`src/rtl/half_adder_pkg.sv`:
```
// Half-adder lane types and the single-lane reference function.
//   ha_bit_t  : {carry, sum} result of one lane
//   ha_lane() : combinational half-add of two bits
package half_adder_pkg;

    typedef struct packed {
        logic carry;
        logic sum;
    } ha_bit_t;

    // One 1-bit half-adder lane
    function automatic ha_bit_t ha_lane(input logic a, input logic b);
        ha_bit_t r;
        r.sum   = a ^ b;
        r.carry = a & b;
        return r;
    endfunction

endpackage

```
`src/rtl/half_adder.sv`:
```
// WIDTH independent half-adder lanes behind a one-deep valid/ready pipeline
// register, with a saturating count of accepted operand pairs.
// Ports:
//   clk, rst_n          clock, asynchronous active-low reset
//   input1, input2      per-lane addends          (WIDTH)
//   in_valid, in_ready  input handshake; in_ready is combinational
//   sum, carry          registered per-lane result (WIDTH)
//   out_valid, out_ready output handshake
//   op_count            accepted-pair count, saturates at all-ones (CNT_W)
module half_adder
    import half_adder_pkg::*;
#(
    parameter int unsigned WIDTH = 1,
    parameter int unsigned CNT_W = 16
) (
    input  logic             clk,
    input  logic             rst_n,
    input  logic [WIDTH-1:0] input1,
    input  logic [WIDTH-1:0] input2,
    input  logic             in_valid,
    output logic             in_ready,
    output logic [WIDTH-1:0] sum,
    output logic [WIDTH-1:0] carry,
    output logic             out_valid,
    input  logic             out_ready,
    output logic [CNT_W-1:0] op_count
);

    localparam logic [CNT_W-1:0] CNT_MAX = '1;

    logic [WIDTH-1:0] sum_c;
    logic [WIDTH-1:0] carry_c;
    logic             in_xfer_c;
    logic             out_xfer_c;

    // Per-lane combinational half adders; lanes never interact
    for (genvar i = 0; i < WIDTH; i++) begin : g_lane
        ha_bit_t r_c;
        assign r_c        = ha_lane(input1[i], input2[i]);
        assign sum_c[i]   = r_c.sum;
        assign carry_c[i] = r_c.carry;
    end

    // A full output register can only take new data in the cycle it drains
    assign in_ready   = ~out_valid | out_ready;
    assign in_xfer_c  = in_valid & in_ready;
    assign out_xfer_c = out_valid & out_ready;

    // Result register: load on input transfer, otherwise drop valid on drain
    always_ff @(posedge clk or negedge rst_n) begin
        if (!rst_n) begin
            sum       <= '0;
            carry     <= '0;
            out_valid <= 1'b0;
        end else if (in_xfer_c) begin
            sum       <= sum_c;
            carry     <= carry_c;
            out_valid <= 1'b1;
        end else if (out_xfer_c) begin
            out_valid <= 1'b0;
        end
    end

    // Saturating accepted-pair counter
    always_ff @(posedge clk or negedge rst_n) begin
        if (!rst_n) begin
            op_count <= '0;
        end else if (in_xfer_c && (op_count != CNT_MAX)) begin
            op_count <= op_count + CNT_W'(1);
        end
    end

endmodule

```
`config.mk`:
```
export PLATFORM = sky130hd
export DESIGN_NAME = half_adder
export DESIGN_NICKNAME = d
export VERILOG_FILES = /design/src/rtl/half_adder_pkg.sv /design/src/rtl/half_adder.sv
export SDC_FILE = /design/constraint.sdc
export NUM_CORES = 1
export LEC_CHECK = 0
export BUFFER_PORTS_ARGS = -buffer_cell sky130_fd_sc_hd__buf_2
export CORE_AREA = 10 10 56 58
export CTS_CLUSTER_SIZE = 20
export DETAILED_ROUTE_END_ITERATION = 10
export DIE_AREA = 0 0 66 68
export GPL_TIMING_DRIVEN = 0
export PLACE_DENSITY = 0.73
export SKIP_LAST_GASP = 1
export SLEW_MARGIN = 20
export SYNTH_ARGS = -nofsm -noshare
export SYNTH_HDL_FRONTEND = slang
export SYNTH_SLANG_ARGS = --single-unit
```
`constraint.sdc`:
```
create_clock -name clk -period 1.9 [get_ports clk]
set_clock_uncertainty 0.15 [all_clocks]
set_input_delay 0.095 -clock clk [delete_from_list [all_inputs] [get_ports clk]]
set_output_delay 0.095 -clock clk [all_outputs]
set_load 0.05 [all_outputs]
```
==> results of run 1 <==
## cells by family (layout without fill, tap and decap cells)
kind of cell	after synthesis	count (layout)
flip-flops	19	19
adder cells (fa/ha/maj)	2	2
AND/OR/NAND/NOR	40	40
XOR/XNOR	15	15
buffers and inverters	1	36
multiplexers	3	3
## how the worst max path moves through the flow
stage	end	slack (ns)	cells past startpoint	startpoint
after floorplan	op_count[1]	-0.002	4	out_valid
after global placement	op_count[13]	0.20	6	op_count[0]
after detailed placement	op_count[15]	0.21	6	op_count[0]
after CTS	sum	0.16	5	input2
after global routing	sum	0.08	5	input1
final	sum	0.12	5	input1
## sequential cells by signal, indices dropped and copies added, names as in the netlist
register and flops:
out_valid 1, op_count 16, carry 1, sum 1
## layout make-up
cell class / instances / area [sq um]
Fill cell: 184 / 868.3
Buffer: 1 / 11.26
Clock inverter: 1 / 5.005
Timing Repair Buffer: 31 / 185.2
Multi-Input combinational cell: 60 / 493.0
Sequential cell: 19 / 485.5
Clock buffer: 3 / 22.52
Tap cell: 28 / 35.03
## synthesized netlist by cell type
cell type / instances
nor4_4: 2
ha_1: 2
mux2_4: 1
nand4_2: 2
and2_1: 1
mux2_2: 2
nor3_1: 6
dfrtp_1: 19
nor2_1: 3
nand2b_1: 2
and4_1: 1
nand2_1: 6
nor3b_1: 3
nor2_2: 1
nand4_1: 3
nor4_2: 2
buf_6: 1
or2_4: 1
xor2_1: 15
and3_2: 2
nand3_1: 4
nand4_4: 1
## routing by layer
layer	GRT usage (%)	vias to the layer above	part of all wire [%]
met2	16.18	17	48
met5	0	-	0
met1	11.09	337	43
li1	-	354	-
met4	3.927	0	1.3
met3	4.241	4	7.4
## through the flow
step	worst slack [ns]	total power (W)
6_report	0.1159	0.001380
5_1_grt	0.07737	0.001468
4_1_cts	0.1576	0.001401
3_5_place_dp	0.2056	0.001179
3_3_place_gp	0.2006	0.001169
2_1_floorplan	-0.002031	0.001032
## power groups by stage
| stage | clock network (W) | logic, W | registers (W) |
|---|---|---|---|
| floorplan | 0 | 0.000157 | 0.000875 |
| global placement | 0 | 0.000574 | 0.000595 |
| detailed placement | 0 | 0.000578 | 0.000601 |
| CTS | 0.000216 | 0.000592 | 0.000593 |
| global route | 0.000234 | 0.000627 | 0.000607 |
| finish | 0.000207 | 0.000583 | 0.000590 |
## what timing repair did
action                     in CTS  in global routing
setup endpoints to repair       0                  0
hold buffers                    5                  1
hold endpoints to repair       22                  1
## worst register-to-register path: stages, from the launching register on
cell and delay (ns):
dfrtp_2 0.44, ha_1 0.24, nand4_1 0.16, nor4_4 0.06
buf_6 0.15, nor4_4 0.27, xor2_1 0.17
==> flow_metrics.py, run 1 <==
metrics = {
    "worst_setup_path": {
        "crit_required_ns": 1.95,
        "reg2reg_to": "op_count[15]",
        "cp_max_fo": 1,
        "critical_path_class": "in -> reg",
        "path_buf_inv": 3,
        "setup.worst_path.end_class": "flop",
        "cp_slowest_cell": "dlygate4sd3_1",
        "max_stage_delay_ns": 0.56,
        "cp.arrival_ns": 1.83,
        "crit_chain": "dlygate4sd3_1 -> buf_2 -> ha_1 -> dlygate4sd3_1 -> mux2_2",
        "cp-start-kind": "input pin",
        "reg2regPathDepth": 6,
        "cp_common_cell": "dlygate4sd3_1",
        "path_delay_family": "buffers and inverters",
        "reg2reg_slack_ns": 0.19,
        "crit-reg2reg-launch": "op_count[0]",
    },
    "pwr": {
        "vdd.ir_drop.worst_uv": 971.8,
        "switching_share_pct": 46.61,
        "p_sw_w": 0.0006432,
        "combPwrFrac_pct": 42.3,
        "p_int_w": 0.0007368,
        "power_frac_clock_pct": 15.0,
        "p_seq_share_pct": 42.7,
        "powerDensity_nw_per_um2": 1115,
        "p_leak_nw": 0.6438,
    },
    "place": {
        "post-place-cells": 133,
        "port_buffers": 25,
        "hpwlAfterDp_mm": 1.479,
        "dpl_cell_area_sq_um": 1150,
        "gp_congestion": 0.7777,
    },
    "timing": {
        "setup_viol": 0,
        "fmax_mhz": 560.5,
        "fin_setup_tns_ns": 0,
        "slew_violations": 0,
        "fin_crit_sh_pct": 93.90,
        "rsz0062_at_grt": "false",
        "holdWs_ns": 0.1031,
        "hold_violations": 0,
        "min_period_ns": 1.784,
        "worstMarginPinSlew_ns": 0.4211,
        "max-slew-margin-rel_pct": 71.93,
    },
    "cells_and_area": {
        "area_growth_pct": 26.63,
        "diodes": 0,
        "fin_util_pct": 58.76,
        "layout_common_cells": "buf_2, xor2_1, dfrtp_1",
        "drive_above_1_share_pct": 46.09,
        "layout_commonest_cell": "buf_2",
        "fin_nets": 124,
        "stdcell_count": 143,
        "stdcell_area_sq_um": 1237,
    },
    "logic_synthesis": {
        "synthXorXnorAreaFrac_pct": 13.44,
        "ys_types": 22,
        "synth_warnings": 0,
        "yosysTopAreaCellShare_pct": 48.66,
        "syn_nets": 88,
        "yosysTopAreaCell": "dfrtp_1",
        "synth.area.top_cells": "dfrtp_1, xor2_1, nor4_4",
        "syn_area_per_cell_sq_um": 12.21,
        "seq_area_frac_synth_pct": 48.66,
        "ys_seq_elements": 19,
        "synthCells": 80,
        "synth_compound_area_share_pct": 0,
        "synth_fa_ha_area_share_pct": 2.561,
        "synth-simple-area-share_pct": 30.35,
        "syn_area_sq_um": 977.2,
        "synth_mux_area_share_pct": 3.841,
        "synth_top_family_by_area": "simple AND/OR/NAND/NOR gates",
    },
    "cts": {
        "clockBufferDepth": 2,
        "insertion_delay_ns": 0.30,
        "h-tree-depth": 1,
        "clkSinkCount": 19,
        "post_cts_buffers": 0,
        "clkTransAtPathRegs_ns": 0.11,
        "cts_root_buf": "clkbuf_4",
        "cts-resized-gates": 0,
        "numCtsBuffers": 3,
        "cts_tree": "done",
    },
    "global_routing": {
        "grt_util_all_layers_pct": 9.841,
        "grt_max_degree": 20,
        "overflow": 0,
        "grt_pass1_wl_mm": 3.512,
        "grt_pass1_vias": 759,
        "antenna_found_initial": 0,
    },
    "floorplan": {
        "ios": 26,
        "core_area_sq_um": 2106,
        "dieWidth_um": 66,
        "floorplan.initialDensity_pct": 46.41,
        "die-height_um": 68,
        "dieArea_sq_um": 4488,
        "num_rows": 17,
    },
    "route": {
        "avgViaCountPerCell": 4.979,
        "drc_errors": 0,
        "vias": 712,
        "routedWlPerCell_um": 13.62,
        "ant_nets": 0,
        "drtIter0Drc": 16,
        "drt_pass1_iterations": 2,
        "wirelength_mm": 1.948,
    },
    "job": {
        "drv_cap": 0,
    },
    "run_status": {
        "status": "finished clean",
    },
    "hold_path": {
        "hold_class": "in -> async",
    },
}
Power figures use the tool's default switching activity.
==> inputs of run 2 (changes only) <==
--- a/config.mk
+++ b/config.mk
@@ -6,12 +6,12 @@
 export NUM_CORES = 1
 export LEC_CHECK = 0
 export BUFFER_PORTS_ARGS = -buffer_cell sky130_fd_sc_hd__buf_2
-export CORE_AREA = 10 10 56 58
+export CORE_AREA = 10 10 54 56
 export CTS_CLUSTER_SIZE = 20
 export DETAILED_ROUTE_END_ITERATION = 10
-export DIE_AREA = 0 0 66 68
+export DIE_AREA = 0 0 64 66
 export GPL_TIMING_DRIVEN = 0
-export PLACE_DENSITY = 0.73
+export PLACE_DENSITY = 0.79
 export SKIP_LAST_GASP = 1
 export SLEW_MARGIN = 20
 export SYNTH_ARGS = -nofsm -noshare
==> constraint.sdc (replaced) <==
create_clock -name clk -period 2.2 [get_ports clk]
set_clock_uncertainty 0.15 [all_clocks]
set_input_delay 0.11 -clock clk [delete_from_list [all_inputs] [get_ports clk]]
set_output_delay 0.11 -clock clk [all_outputs]
set_load 0.05 [all_outputs]
==> run 2 against run 1 <==
Global-route usage about the same. Non-clock buffer count shrank 3. Critical endpoint is now op_count[11]. Die area decreased by 5.9%. Combinational power is 15% lower. Setup slack improved by 0.24 ns. Sequential share of layout area increased by 0.64 points. Critical path depth is 1 higher. Wire length down 2.2%. Power is 15% lower. Sequential power fell by 15%. Via count shrank 2.0%. Largest cell class unchanged.
==> flow_metrics.py, run 2 (synthesis gave the netlist of run 1 again) <==
metrics = {
    "cells_and_area": {
        "drive_above_1_share_pct": 38.39,
        "fin_util_pct": 62.70,
        "multiInputGateArea_sq_um": 490.5,
        "area_growth_pct": 22.02,
        "fill_cells": 168,
        "layout_commonest_cell": "buf_2",
        "top_register": "op_count",
        "diodes": 0,
        "largest_register_ffs": 16,
        "stdcell_count": 139,
        "regArea_sq_um": 475.5,
        "layout_common_cells": "buf_2, dfrtp_1, xor2_1",
        "fin_nets": 121,
    },
    "worst_setup_path": {
        "path_buf_inv": 1,
        "reg2reg_slack_ns": 0.36,
        "path_depth": 6,
        "path_delay_family": "simple AND/OR/NAND/NOR gates",
        "crit-reg2reg-launch": "op_count[0]",
        "cp_max_fo": 10,
        "crit_chain": "ha_1 -> nand4_1 -> nor4_4 -> buf_6 -> nor3_1 -> xor2_1",
        "reg2reg_to": "op_count[11]",
        "setup.worst_path.end_class": "flop",
        "max_stage_delay_ns": 0.41,
        "crit_required_ns": 2.23,
        "cp-start-kind": "flop",
        "cp_slowest_cell": "dfrtp_1",
        "critical_path_class": "reg -> reg",
        "reg2regPathDepth": 6,
        "cp.arrival_ns": 1.87,
    },
    "route": {
        "drtIter0Drc": 24,
        "routedWlPerCell_um": 13.71,
        "vias": 698,
        "drc_errors": 0,
        "avgViaCountPerCell": 5.022,
        "ant_nets": 0,
        "wirelength_mm": 1.906,
        "drt_pass1_iterations": 4,
    },
    "pwr": {
        "combPwrFrac_pct": 42.1,
        "power_frac_clock_pct": 15.2,
        "switching_share_pct": 46.82,
        "powerDensity_nw_per_um2": 988.5,
        "p_leak_nw": 0.6405,
        "p_seq_share_pct": 42.7,
        "p_sw_w": 0.0005519,
        "p_int_w": 0.0006268,
        "vdd.ir_drop.worst_uv": 762.0,
        "p_total_w": 0.001179,
    },
    "global_routing": {
        "grt_max_degree": 20,
        "overflow": 0,
        "grt_pass1_vias": 732,
        "antenna_found_initial": 0,
        "grt_util_all_layers_pct": 9.797,
        "grt_pass1_wl_mm": 3.277,
    },
    "timing": {
        "fmax_mhz": 542.2,
        "max-slew-margin-rel_pct": 71.54,
        "rsz0062_at_grt": "false",
        "holdWs_ns": 0.01536,
        "fin_crit_sh_pct": 83.83,
        "slew_violations": 0,
        "hold_violations": 0,
        "setup_viol": 0,
        "fin_setup_tns_ns": 0,
        "worstMarginPinSlew_ns": 0.4269,
        "min_period_ns": 1.844,
    },
    "cts": {
        "h-tree-depth": 1,
        "clockBufferDepth": 2,
        "cts_root_buf": "clkbuf_4",
        "insertion_delay_ns": 0.30,
        "cts_tree": "done",
        "numCtsBuffers": 3,
        "cts-resized-gates": 0,
        "clkTransAtPathRegs_ns": 0.11,
        "clkSinkCount": 19,
    },
    "run_status": {
        "status": "finished clean",
    },
    "place": {
        "hpwlAfterDp_mm": 1.459,
        "gp_congestion": 0.7737,
        "port_buffers": 25,
        "post-place-cells": 132,
    },
    "floorplan": {
        "num_rows": 16,
        "dieWidth_um": 64,
        "ios": 26,
        "dieArea_sq_um": 4224,
        "die-height_um": 66,
        "floorplan.initialDensity_pct": 51.38,
        "core_area_sq_um": 1902,
    },
    "hold_path": {
        "hold_class": "in -> reg",
        "min_from": "input1",
        "whs_path_depth": 3,
        "hold_path_end": "sum",
    },
    "job": {
        "drv_cap": 0,
    },
}
==> run 2: changes by cell type in the layout (fill, tap and decap cells not counted) <==
| cell | previous run | this run |
|---|---|---|
| nand2b_1 | 1 | 2 |
| dfrtp_1 | 11 | 19 |
| clkbuf_1 | 0 | 1 |
| clkinv_2 | 1 | 0 |
| nand2b_2 | 1 | 0 |
| dlygate4sd3_1 | 6 | 3 |
| dfrtp_2 | 8 | 0 |
==> run 2: layout make-up <==
type / count / area share (%)
Timing Repair Buffer: 28 / 13.01
Buffer: 1 / 0.9444
Tap cell: 27 / 2.833
Multi-Input combinational cell: 60 / 41.13
Sequential cell: 19 / 39.87
Clock buffer: 4 / 2.204
==> run 2: through the flow <==
| step | setup WS [ns] | instance area (sq um) |
|---|---|---|
| after global placement | 0.3951 | 1136 |
| after CTS | 0.3559 | 1192 |
| final | 0.3557 | 1192 |
| after global routing | 0.2500 | 1192 |
| after detailed placement | 0.3809 | 1136 |
| after floorplan | 0.01593 | 977.2 |
==> run 2: tightest hold or removal path: cells and delay by family <==
family	cells	cell delay, ns
multiplexers	1	0.13
buffers and inverters	1	0.08
adder cells (fa/ha/maj)	1	0.12
==> run 2: how the worst max path moves through the flow <==
stage / start / to
2_1_floorplan: out_valid / op_count[1]
3_3_place_gp: op_count[0] / op_count[4]
3_5_place_dp: op_count[0] / op_count[11]
4_1_cts: op_count[0] / op_count[11]
5_1_grt: op_count[0] / op_count[6]
6_report: op_count[0] / op_count[11]
==> run 2: per-layer routing <==
layer / up-vias / wire, um / GRT usage, %
met2: 17 / 916 / 16.29
met1: 331 / 833 / 10.31
met3: 4 / 122 / 3.898
li1: 346 / - / -
met5: - / 0 / 0
met4: 0 / 33 / 5.738
==> run 2: what timing repair did <==
item | CTS | global route
setup buffers | 0 | 0
hold buffers | 3 | 0
endpoints found under the hold margin | 21 | 0
==> run 2: power by group through the flow <==
stage                     registers (W)  logic [W]  clock network (W)
after floorplan                0.000749   0.000135                  0
after global placement         0.000507   0.000494                  0
after detailed placement       0.000510   0.000500                  0
after CTS                      0.000503   0.000506           0.000189
after global routing           0.000519   0.000526           0.000198
final                          0.000503   0.000497           0.000179
